### src/rtl/prediction_update_engine.sv
// Predictor table write-back engine: commit updates, ID/EX rollback undo, and saturating stat counters.
// Define PRED_STAT_DECAY_EN to replace the immediate clear_en request with a table-wide decay sweep.
module prediction_update_engine #(
    parameter int NUM_PRED   = 3,
    parameter int ADDR_WIDTH = 3,
    parameter int JSC_WIDTH  = 2,
    parameter int STAT_WIDTH = 5
) (
    input  logic                             clk,
    input  logic                             rst_n,
    input  logic                             PL_stall,
    input  logic                             prediction_en,
    input  logic                             prediction_result,
    input  logic [ADDR_WIDTH-1:0]            addr,
    input  logic [NUM_PRED*JSC_WIDTH-1:0]    index,
    input  logic [NUM_PRED*3-1:0]            trend_count,
    input  logic [NUM_PRED*STAT_WIDTH-1:0]   stat_count,
    input  logic                             rollback_en_id,
    input  logic                             prediction_result_id,
    input  logic [ADDR_WIDTH-1:0]            addr_id,
    input  logic [NUM_PRED*JSC_WIDTH-1:0]    index_id,
    input  logic                             rollback_en_ex,
    input  logic                             prediction_result_ex,
    input  logic [ADDR_WIDTH-1:0]            addr_ex,
    input  logic [NUM_PRED*JSC_WIDTH-1:0]    index_ex,
    output logic [NUM_PRED-1:0]              WR_en1,
    output logic [NUM_PRED-1:0]              WR_en2,
    output logic [ADDR_WIDTH-1:0]            WR_addr1,
    output logic [ADDR_WIDTH-1:0]            WR_addr2,
    output logic [NUM_PRED*JSC_WIDTH-1:0]    WR_index1,
    output logic [NUM_PRED*JSC_WIDTH-1:0]    WR_index2,
    output logic [NUM_PRED*3-1:0]            WR_trend1,
    output logic [NUM_PRED*3-1:0]            WR_trend2,
    output logic [NUM_PRED*STAT_WIDTH-1:0]   WR_stat1,
    output logic [NUM_PRED*STAT_WIDTH-1:0]   WR_stat2,
    output logic                             clear_en,
    output logic                             decay_busy,
    output logic [ADDR_WIDTH-1:0]            decay_addr
);
    // Stat sums carry two guard bits so the worst-case +/-2 delta never wraps before clamping.
    localparam int XW = STAT_WIDTH + 2;
    localparam logic signed [XW-1:0] STAT_MAX = {3'b000, {(STAT_WIDTH-1){1'b1}}};
    localparam logic signed [XW-1:0] STAT_MIN = {3'b111, {(STAT_WIDTH-1){1'b0}}};
    localparam logic signed [XW-1:0] P1       = XW'(1);
    localparam logic signed [XW-1:0] M1       = {XW{1'b1}};
    localparam logic signed [XW-1:0] ZERO     = '0;
    localparam logic signed [3:0]    T_MAX    = 4'sd3;
    localparam logic signed [3:0]    T_MIN    = -4'sd3;

    logic [NUM_PRED*3-1:0]          trend_id, trend_ex;
    logic [NUM_PRED*STAT_WIDTH-1:0] stat_id, stat_ex;
    logic [NUM_PRED-1:0]            ovf_ch;
    logic                           overflow;

    function automatic logic signed [XW-1:0] ext_stat(input logic [STAT_WIDTH-1:0] s);
        return {{2{s[STAT_WIDTH-1]}}, s};
    endfunction

    function automatic logic [STAT_WIDTH-1:0] clamp_stat(input logic signed [XW-1:0] v);
        if (v > STAT_MAX) return STAT_MAX[STAT_WIDTH-1:0];
        if (v < STAT_MIN) return STAT_MIN[STAT_WIDTH-1:0];
        return v[STAT_WIDTH-1:0];
    endfunction

    function automatic logic out_of_range(input logic signed [XW-1:0] v);
        return (v > STAT_MAX) || (v < STAT_MIN);
    endfunction

    always_ff @(posedge clk or negedge rst_n) begin
        if (!rst_n) begin
            trend_id <= '0;
            trend_ex <= '0;
            stat_id  <= '0;
            stat_ex  <= '0;
        end else if (!PL_stall) begin
            trend_ex <= trend_id;
            stat_ex  <= stat_id;
            trend_id <= trend_count;
            stat_id  <= stat_count;
        end
    end

    assign WR_addr1  = addr_id;
    assign WR_index1 = index_id;
    assign WR_trend1 = trend_id;
    assign WR_addr2  = rollback_en_ex ? addr_ex  : addr;
    assign WR_index2 = rollback_en_ex ? index_ex : index;

    for (genvar c = 0; c < NUM_PRED; c++) begin : g_ch
        logic                   fail, fail_id, fail_ex, conflict;
        logic signed [XW-1:0]   d_id, sum1, sum_cm, sum_rb, sum2;
        logic signed [3:0]      trend_sum;
        logic [2:0]             trend_cm;

        assign fail     = prediction_result    != index[c*JSC_WIDTH + JSC_WIDTH-1];
        assign fail_id  = prediction_result_id != index_id[c*JSC_WIDTH + JSC_WIDTH-1];
        assign fail_ex  = prediction_result_ex != index_ex[c*JSC_WIDTH + JSC_WIDTH-1];
        assign conflict = (addr_id == addr_ex) &&
                          (index_id[c*JSC_WIDTH +: JSC_WIDTH] == index_ex[c*JSC_WIDTH +: JSC_WIDTH]);

        assign d_id = fail_id ? P1 : M1;
        assign sum1 = ext_stat(stat_id[c*STAT_WIDTH +: STAT_WIDTH]) + d_id;

        assign WR_en1[c] = rollback_en_id && !conflict;
        assign WR_stat1[c*STAT_WIDTH +: STAT_WIDTH] = clamp_stat(sum1);

        assign trend_sum = {trend_count[c*3+2], trend_count[c*3 +: 3]} + (fail ? 4'sb1111 : 4'sb0001);
        assign trend_cm  = (trend_sum > T_MAX) ? 3'b011 :
                           (trend_sum < T_MIN) ? 3'b101 : trend_sum[2:0];

        // A conflicting ID entry was suppressed on port 1, so its undo is folded into the EX write.
        assign sum_cm = ext_stat(stat_count[c*STAT_WIDTH +: STAT_WIDTH]) + (fail ? M1 : P1);
        assign sum_rb = ext_stat(stat_ex[c*STAT_WIDTH +: STAT_WIDTH]) + (fail_ex ? P1 : M1) +
                        (conflict ? d_id : ZERO);
        assign sum2   = rollback_en_ex ? sum_rb : sum_cm;

        assign WR_en2[c] = prediction_en || rollback_en_ex;
        assign WR_trend2[c*3 +: 3] = rollback_en_ex ? trend_ex[c*3 +: 3] : trend_cm;
        assign WR_stat2[c*STAT_WIDTH +: STAT_WIDTH] = clamp_stat(sum2);

        assign ovf_ch[c] = (WR_en1[c] && out_of_range(sum1)) || (WR_en2[c] && out_of_range(sum2));
    end

    assign overflow = |ovf_ch;

`ifdef PRED_STAT_DECAY_EN
    // state   | meaning
    // S_IDLE  | no sweep, waiting for an overflow event
    // S_SWEEP | walking decay_addr over every table entry, one per cycle
    localparam logic [0:0] S_IDLE  = 1'b0;
    localparam logic [0:0] S_SWEEP = 1'b1;
    localparam logic [ADDR_WIDTH-1:0] LAST_ADDR = {ADDR_WIDTH{1'b1}};

    logic [0:0] state;
    logic       pending;

    always_ff @(posedge clk or negedge rst_n) begin
        if (!rst_n) begin
            state      <= S_IDLE;
            decay_addr <= '0;
            pending    <= 1'b0;
        end else begin
            case (state)
                S_IDLE: begin
                    if (overflow) begin
                        state      <= S_SWEEP;
                        decay_addr <= '0;
                    end
                end
                S_SWEEP: begin
                    if (decay_addr == LAST_ADDR) begin
                        decay_addr <= '0;
                        if (pending || overflow) pending <= 1'b0;
                        else                     state   <= S_IDLE;
                    end else begin
                        decay_addr <= decay_addr + ADDR_WIDTH'(1);
                        if (overflow) pending <= 1'b1;
                    end
                end
                default: state <= S_IDLE;
            endcase
        end
    end

    assign decay_busy = (state == S_SWEEP);
    assign clear_en   = 1'b0;
`else
    assign clear_en   = overflow;
    assign decay_busy = 1'b0;
    assign decay_addr = '0;
`endif

endmodule

### config.mk
export PLATFORM = sky130hd
export DESIGN_NAME = prediction_update_engine
export DESIGN_NICKNAME = d
export VERILOG_FILES = /design/src/rtl/prediction_update_engine.sv
export SDC_FILE = /design/constraint.sdc
export NUM_CORES = 1
export LEC_CHECK = 0
export BUFFER_PORTS_ARGS = -buffer_cell sky130_fd_sc_hd__buf_2
export CAP_MARGIN = 0
export CORE_UTILIZATION = 51
export DETAILED_ROUTE_END_ITERATION = 6
export GPL_ROUTABILITY_DRIVEN = 1
export HOLD_SLACK_MARGIN = 0.05
export PLACE_DENSITY = 0.79
export SLEW_MARGIN = 20
export SYNTH_ARGS = -nofsm -noshare
export SYNTH_HDL_FRONTEND = slang
export SYNTH_SLANG_ARGS = --single-unit
### constraint.sdc
create_clock -name clk -period 8 [get_ports clk]
set_clock_uncertainty 0.15 [all_clocks]
set_input_delay 1.6 -clock clk [delete_from_list [all_inputs] [get_ports clk]]
set_output_delay 1.6 -clock clk [all_outputs]
set_load 0.01 [all_outputs]
==> impl_metrics.json, run 1 <==
{
  "outcome": "completed",
  "final-hold-violation-count": 0,
  "max_cap_viol_count": 0,
  "io_pins": 137,
  "required_ns": 6.25,
  "clock_path_buffers": 2,
  "grt_antenna_before_repair": 0,
  "yosysTopAreaCell": "dfrtp_1",
  "die_h_um": 105,
  "syn_area_per_cell_um2": 8.85,
  "synthFlopType": "dfrtp_1",
  "synth_edf_count": 0,
  "setup_viol": 0,
  "setup_ws_ns": 0.656,
  "cts.sinks": 48,
  "final_cells": 855,
  "finalPower_mw": 1.19,
  "drt_iter0_drc": 254,
  "max_clock_freq_mhz": 136,
  "fillCellCount": 943,
  "cp-startpoint": "addr_ex[0]",
  "dieArea_um2": 11000,
  "yosysTopAreaCellShare_pct": 22.4,
  "vias_per_cell": 5.57,
  "fin_nets": 856,
  "finalSetupTns_ns": 0,
  "r2r-start": "stat_id[5]$_DFFE_PN0N_",
  "rsz0062_at_grt": "no",
  "hpwl_um": 11000,
  "hold_ws_ns": 0.354,
  "drc": 0,
  "cts_hold_buf": 0,
  "placed_area_um2": 6040,
  "pwr_density_cell_nw_per_um2": 193,
  "fin_area_um2": 6150,
  "post-cts-setup-buffers": 0,
  "portBuffers": 132,
  "cp_common_cell": "buf_2",
  "clkTransAtPathRegs_ns": 0.09,
  "synth.most_common_cell": "ha_1",
  "grt_pass1_vias": 4849,
  "drtAntennaViolNets": 0,
  "core_um2": 10300,
  "async_flop_share_pct": 100,
  "slowest_stage": "nor2b_1",
  "synth.cell_area_um2": 5370,
  "holdCritStartpoint": "stat_ex[0]$_DFFE_PN0N_",
  "holdCritPathClass": "reg -> reg",
  "leakagePower_nw": 3.08,
  "vias": 4764,
  "peakVddDrop_mv": 0.104,
  "area_growth_pct": 14.5,
  "rows": 37,
  "start_kind": "input pin",
  "yosysWarnings": 0,
  "initial_core_util_pct": 52.3,
  "pre_cts_ws_ns": 0.691,
  "worst_pin_slew_ns": 0.902,
  "gp_congestion": 0.865,
  "dr.pass1.iters": 4,
  "slew-limit-headroom_pct": 39.9,
  "post_drt_wl_per_cell_um": 15.8,
  "synth_cells": 607,
  "root_buffer": "clkbuf_8",
  "cp_max_fo": 6,
  "gr-total-overflow": 0,
  "report.final.slew_viol_count": 0,
  "criticalPathCategory": "in -> out",
  "synthTopCellsByCount": "ha_1, inv_1, mux2_2",
  "grt_pass1_wl_um": 22200,
  "arrival_ns": 5.59,
  "finalCoreUtilization_pct": 59.9,
  "ys_seq_area_share_pct": 22.4,
  "diodes": 0,
  "cts_buffers": 5,
  "cp-end-kind": "output pin",
  "die_x_um": 105,
  "yosys-top-cells-area": "dfrtp_1, ha_1, mux2_2",
  "htreeDepth": 2,
  "dp.cells": 847,
  "track_usage_pct": 24.9,
  "finalWirelength_um": 13500,
  "drive_gt1_share_pct": 28.0,
  "synth_cell_types": 60,
  "max_stage_delay_ns": 0.56,
  "cts_tree": "yes",
  "fin_crit_sh_pct": 91.8,
  "cts_resized": 0,
  "insertion_delay_ns": 0.31,
  "synth-seq-cells": 48,
  "fin_crit_ns": 7.34,
  "grt_max_degree": 64,
  "cp_cell_sequence": "buf_2, xor2_1, nor3_1, nand3_1, nor2b_1, fa_1, ha_1, or2_2, o221a_1, a221oi_1, a21oi_1, or2_1, a41o_1, o211ai_1, buf_2"
}
[sequential cells by signal, summed over array words and instances, names as in the netlist]
signal / cells
stat_id: 15
stat_ex: 15
trend_ex: 9
WR_trend1: 9
[worst paths after layout]
kind	slack, ns	cells past startpoint	to
min reg2reg	0.35	2	stat_ex[0]$_DFFE_PN0N_
min in group asynchronous	1.15	1	stat_id[13]$_DFFE_PN0N_
max in group asynchronous	6.14	1	stat_id[8]$_DFFE_PN0N_
min	0.35	2	stat_ex[0]$_DFFE_PN0N_
max reg2reg	6.96	2	stat_ex[5]$_DFFE_PN0N_
max	0.66	15	clear_en
[kinds of logic after synthesis]
family / Yosys count / share of synthesized area [%]
AND/OR/NAND/NOR: 161 / 14.9
XOR/XNOR: 34 / 5.54
AO/OA/AOI/OAI: 140 / 17.1
flip-flops: 48 / 22.4
buffers and inverters: 88 / 7.24
adder cells (fa/ha/maj): 78 / 21.0
multiplexers: 57 / 11.8
other: 1 / 0.0698
[critical path, delay by kind of cell]
| family | cells | cell delay [ns] |
|---|---|---|
| and+or+nand+nor | 5 | 1.79 |
| adders and majority gates | 2 | 0.82 |
| xor gates and xnor gates | 1 | 0.15 |
| buffers and inverters | 2 | 0.29 |
| AOI/OAI and AO/OA | 5 | 0.94 |
[cells in the final DEF, fill, tap and decap left out, types with 4 or more instances in the layout]
cell type | Yosys | layout
a211oi_1 | 14 | 14
a21o_1 | 19 | 19
a21oi_1 | 23 | 23
a31oi_1 | 4 | 4
and2_1 | 6 | 6
buf_2 | 2 | 131
clkbuf_8 | 0 | 5
conb_1 | 1 | 4
dfrtp_1 | 48 | 48
fa_1 | 20 | 20
ha_1 | 58 | 58
inv_1 | 56 | 56
mux2_2 | 52 | 52
mux2i_1 | 5 | 5
nand2_1 | 48 | 48
nand2b_1 | 15 | 15
nand3_1 | 18 | 18
nor2_1 | 36 | 36
nor2b_1 | 6 | 6
nor3_1 | 11 | 11
o211ai_1 | 7 | 7
o21a_1 | 7 | 7
o21ai_0 | 36 | 36
xnor2_1 | 17 | 17
xor2_1 | 17 | 17
[final cells by class]
| class | count | area, um^2 | area share [%] |
|---|---|---|---|
| clock buffers | 6 | 72.6 | 1.18 |
| clock inverters | 2 | 35.0 | 0.569 |
| inverters | 56 | 210 | 3.42 |
| multi-input cells | 474 | 3790 | 61.7 |
| flip-flops and latches | 48 | 1200 | 19.5 |
| well taps | 136 | 170 | 2.76 |
| repair buffers | 133 | 671 | 10.9 |
[routing by layer]
metal,track usage [%],vias up,routed length [um]
met2,42.8,137,6520
met4,7.24,0,226
met1,32.8,2277,6150
met5,0,-,0
met3,2.93,18,619
li1,-,2332,-
[report_power, final]
group | switching [mW] | internal (mW) | total [mW]
Combinational | 0.399 | 0.314 | 0.714
Clock | 0.0844 | 0.0929 | 0.177
Sequential | 0.0242 | 0.271 | 0.295
Power figures use the tool's default switching activity.
==> inputs of run 2 (changes only) <==
--- a/config.mk
+++ b/config.mk
@@ -7,6 +7,7 @@
 export LEC_CHECK = 0
 export BUFFER_PORTS_ARGS = -buffer_cell sky130_fd_sc_hd__buf_2
 export CAP_MARGIN = 0
+export CORE_MARGIN = 2
 export CORE_UTILIZATION = 51
 export DETAILED_ROUTE_END_ITERATION = 6
 export GPL_ROUTABILITY_DRIVEN = 1
==> impl_metrics.json, run 2 (same netlist as run 1, synthesis figures left out) <==
{
  "outcome": "completed",
  "drc": 0,
  "fin_crit_sh_pct": 92.9,
  "grt_antenna_before_repair": 0,
  "drtAntennaViolNets": 0,
  "finalPower_mw": 1.21,
  "rows": 37,
  "post-cts-setup-buffers": 0,
  "max_clock_freq_mhz": 135,
  "cp_max_fo": 6,
  "core_um2": 10300,
  "cts_hold_buf": 0,
  "initial_core_util_pct": 52.3,
  "post_drt_wl_per_cell_um": 15.5,
  "drt_iter0_drc": 302,
  "root_buffer": "clkbuf_8",
  "vias": 4701,
  "clock_path_buffers": 2,
  "reg_top3": "stat_ex (15), stat_id (15)",
  "fin_nets": 856,
  "grt_pass1_wl_um": 21400,
  "die_h_um": 107,
  "fin_crit_ns": 7.43,
  "cts_tree": "yes",
  "gr-total-overflow": 0,
  "grt_max_degree": 64,
  "drive_gt1_share_pct": 28.0,
  "critPathBufInv": 2,
  "die_x_um": 107,
  "start_kind": "input pin",
  "cp_common_cell": "buf_2",
  "mostFrequentLayoutCells": "buf_2, ha_1, inv_1, mux2_2",
  "portBuffers": 132,
  "finalSetupTns_ns": 0,
  "cts.sinks": 48,
  "worst_pin_slew_ns": 0.885,
  "io_pins": 137,
  "critPathTopFamily": "simple AND/OR/NAND/NOR gates",
  "peakVddDrop_mv": 0.123,
  "leakagePower_nw": 3.08,
  "cp-end-kind": "output pin",
  "insertion_delay_ns": 0.30,
  "pwr_density_cell_nw_per_um2": 196,
  "gp_congestion": 0.895,
  "dr.pass1.iters": 4,
  "report.final.slew_viol_count": 0,
  "vias_per_cell": 5.50,
  "slew-limit-headroom_pct": 41.0,
  "max_cap_viol_count": 0,
  "final-hold-violation-count": 0,
  "diodes": 0,
  "clkTransAtPathRegs_ns": 0.09,
  "grt_pass1_vias": 4604,
  "finalWirelength_um": 13200,
  "htreeDepth": 2,
  "final_common_cell": "buf_2",
  "dieArea_um2": 11400,
  "arrival_ns": 5.68,
  "fillCellCount": 930,
  "track_usage_pct": 23.1,
  "cts_resized": 0,
  "hpwl_um": 10800,
  "rsz0062_at_grt": "no",
  "holdCritPathClass": "reg -> reg",
  "max_stage_delay_ns": 0.56,
  "setup_viol": 0,
  "required_ns": 6.25,
  "cp_cell_sequence": "buf_2, xor2_1, nor3_1, nand3_1, nor2b_1, fa_1, ha_1, or2_2, o221a_1, a221oi_1, a21oi_1, or2_1, a41o_1, o211ai_1, buf_2",
  "criticalPathCategory": "in -> out",
  "area_growth_pct": 14.9,
  "slowest_stage": "nor2b_1",
  "cts_buffers": 5
}
==> run 2: cell types whose count changed in the layout (fill, tap and decap cells not counted) <==
cell	delta
bufinv_16	+1
clkbuf_1	-1
clkinv_2	-1
==> run 2: metrics by stage <==
| step | hold WS (ns) | cells | cell area, um^2 | utilization (%) | worst slack, ns |
|---|---|---|---|---|---|
| after global placement | 0.324 | 847 | 6040 | 58.8 | 0.796 |
| after CTS | 0.359 | 854 | 6170 | 60.1 | 0.618 |
| after floorplan | 0.300 | 610 | 5390 | - | 1.50 |
| after detailed placement | 0.329 | 847 | 6040 | 58.8 | 0.637 |
| final | 0.355 | 854 | 6180 | 60.1 | 0.571 |
| after global routing | 0.368 | 854 | 6180 | 60.1 | 0.263 |
==> run 2: cell type report <==
| type | count | area, um^2 | share of cell area [%] |
|---|---|---|---|
| tap | 136 | 170 | 2.76 |
| clock inverter | 2 | 60.1 | 0.972 |
| multi-input combinational | 474 | 3790 | 61.4 |
| clock buffer | 5 | 68.8 | 1.11 |
| timing repair buffer | 133 | 671 | 10.9 |
| inverter | 56 | 210 | 3.40 |
| sequential | 48 | 1200 | 19.4 |
==> run 2: worst paths after layout <==
kind	from	endpoint	slack, ns	depth (start not counted)
setup / recovery	addr_ex[0]	clear_en	0.57	15
hold / removal	trend_ex[2]$_DFFE_PN0N_	trend_ex[2]$_DFFE_PN0N_	0.36	1
min in group asynchronous	rst_n	WR_trend1[8]$_DFFE_PN0N_	1.15	1
setup reg to reg	stat_id[1]$_DFFE_PN0N_	stat_ex[1]$_DFFE_PN0N_	6.99	1
hold reg to reg	trend_ex[2]$_DFFE_PN0N_	trend_ex[2]$_DFFE_PN0N_	0.36	1
max in group asynchronous	rst_n	stat_id[2]$_DFFE_PN0N_	6.13	1
==> run 2: routing by layer <==
layer	share of wire [%]	vias up	track usage, %	wire length [um]
li1	-	2336	-	-
met2	48	105	39.1	6330
met4	1.7	0	5.66	229
met3	4.2	15	3.04	554
met5	0	-	0	0
met1	46	2245	31.4	6100
==> run 2: power by group <==
part | leakage [nW] | internal, mW | switching (mW) | total [mW]
Sequential | 0.574 | 0.271 | 0.0232 | 0.294
Combinational | 2.45 | 0.314 | 0.398 | 0.711
Clock | 0.0642 | 0.123 | 0.0804 | 0.203
==> inputs of run 3 (changes only) <==
--- a/config.mk
+++ b/config.mk
@@ -8,11 +8,11 @@
 export BUFFER_PORTS_ARGS = -buffer_cell sky130_fd_sc_hd__buf_2
 export CAP_MARGIN = 0
 export CORE_MARGIN = 2
-export CORE_UTILIZATION = 51
+export CORE_UTILIZATION = 45
 export DETAILED_ROUTE_END_ITERATION = 6
 export GPL_ROUTABILITY_DRIVEN = 1
 export HOLD_SLACK_MARGIN = 0.05
-export PLACE_DENSITY = 0.79
+export PLACE_DENSITY = 0.71
 export SLEW_MARGIN = 20
 export SYNTH_ARGS = -nofsm -noshare
 export SYNTH_HDL_FRONTEND = slang
==> impl_metrics.json, run 3 (same netlist as run 1, synthesis figures left out) <==
{
  "start_kind": "input pin",
  "worst_pin_slew_ns": 0.813,
  "regArea_um2": 1200,
  "pwr_density_cell_nw_per_um2": 202,
  "finalWirelength_um": 13500,
  "grt_pass1_wl_um": 22100,
  "grt_pass1_vias": 4718,
  "arrival_ns": 5.62,
  "peakVddDrop_mv": 0.0927,
  "cts_resized": 0,
  "io_pins": 137,
  "gp_congestion": 0.897,
  "gr-total-overflow": 0,
  "dieArea_um2": 12800,
  "dp.cells": 855,
  "cts.sinks": 48,
  "slowest_stage": "nor2b_1",
  "portBuffers": 132,
  "cts_tree": "yes",
  "clkTransAtPathRegs_ns": 0.07,
  "cp_max_fo": 6,
  "post_drt_wl_per_cell_um": 15.7,
  "grt_max_degree": 64,
  "fin_area_um2": 6250,
  "diodes": 0,
  "drc": 0,
  "reg_top3": "stat_ex (15), stat_id (15)",
  "max_clock_freq_mhz": 136,
  "cp-end-kind": "output pin",
  "fillCellCount": 1055,
  "htreeDepth": 2,
  "root_buffer": "clkbuf_16",
  "die_h_um": 113,
  "slew-limit-headroom_pct": 45.6,
  "outcome": "completed",
  "die_x_um": 113,
  "fin_nets": 857,
  "vias_per_cell": 5.42,
  "drive_gt1_share_pct": 28.2,
  "final_common_cell": "buf_2",
  "rsz0062_at_grt": "no",
  "dr.pass1.iters": 4,
  "criticalPathCategory": "in -> out",
  "track_usage_pct": 21.1,
  "cts_buffers": 5,
  "leakagePower_nw": 3.12,
  "clock_path_buffers": 2,
  "multi_input_area_um2": 3790,
  "finalSetupTns_ns": 0,
  "drtAntennaViolNets": 0,
  "area_growth_pct": 16.2,
  "cts_hold_buf": 0,
  "cp_common_cell": "buf_2",
  "vias": 4679,
  "fin_crit_ns": 7.37,
  "hpwl_um": 11100,
  "insertion_delay_ns": 0.29,
  "hold_ws_ns": 0.357,
  "required_ns": 6.25,
  "final-hold-violation-count": 0,
  "mostFrequentLayoutCells": "buf_2, ha_1, inv_1, mux2_2",
  "initial_core_util_pct": 46.7,
  "report.final.slew_viol_count": 0,
  "core_um2": 11500,
  "max_stage_delay_ns": 0.57,
  "cp_cell_sequence": "buf_2, xor2_1, nor3_1, nand3_1, nor2b_1, fa_1, ha_1, or2_2, o221a_1, a221oi_1, a21oi_1, or2_1, a41o_1, o211ai_1, buf_2",
  "grt_antenna_before_repair": 0,
  "drt_iter0_drc": 192,
  "max_cap_viol_count": 0,
  "rows": 39,
  "final_cells": 863,
  "setup_viol": 0,
  "fin_crit_sh_pct": 92.2,
  "post-cts-setup-buffers": 0,
  "placed_area_um2": 6060,
  "holdCritPathClass": "reg -> reg"
}
## run 3: report_power, final
part           internal [mW]  switching [mW]  leakage [nW]
registers              0.271          0.0234         0.574
clock network          0.165          0.0936        0.0901
logic                  0.314           0.395          2.45
total                  0.750           0.512          3.12
## run 3: worst paths after layout
check | to | from | slack (ns) | cells past startpoint
worst max-delay path | clear_en | addr_ex[0] | 0.63 | 15
worst max register to register | stat_ex[1]$_DFFE_PN0N_ | stat_id[1]$_DFFE_PN0N_ | 6.97 | 1
max in group asynchronous | WR_trend1[5]$_DFFE_PN0N_ | rst_n | 6.10 | 1
worst min-delay path | trend_ex[8]$_DFFE_PN0N_ | trend_ex[8]$_DFFE_PN0N_ | 0.36 | 1
worst min register to register | trend_ex[8]$_DFFE_PN0N_ | trend_ex[8]$_DFFE_PN0N_ | 0.36 | 1
min in group asynchronous | stat_id[11]$_DFFE_PN0N_ | rst_n | 1.18 | 1
## run 3: worst max-delay path, delay by kind of cell
kind	cells	cell delay [ns]
buffers and inverters	2	0.29
AND/OR/NAND/NOR	5	1.77
adder cells (fa/ha/maj)	2	0.82
AO/OA/AOI/OAI	5	1.00
XOR/XNOR	1	0.15
## run 3: per-layer routing
| layer | up-vias | track usage (%) | wire length, um |
|---|---|---|---|
| met5 | - | 0 | 0 |
| met4 | 0 | 6.50 | 321 |
| met3 | 23 | 2.89 | 630 |
| met2 | 109 | 35.6 | 6350 |
| met1 | 2215 | 28.2 | 6210 |
| li1 | 2332 | - | - |
## run 3: area by class of cell
cell class	instances	area share (%)
timing repair buffer	134	10.9
clock buffer	7	2.44
tap	143	2.86
clock inverter	1	0.481
sequential	48	19.2
inverter	56	3.37
multi-input combinational	474	60.8
## run 3: per-stage QoR
| stage | power, mW | utilization, % | setup slack [ns] |
|---|---|---|---|
| 4_1_cts | 1.27 | 54.2 | 0.682 |
| 3_5_place_dp | 1.00 | 52.6 | 0.685 |
| 5_1_grt | 1.37 | 54.2 | 0.389 |
| 6_report | 1.26 | 54.2 | 0.626 |
| 2_1_floorplan | 0.791 | - | 1.50 |
| 3_3_place_gp | 0.979 | 52.6 | 0.804 |
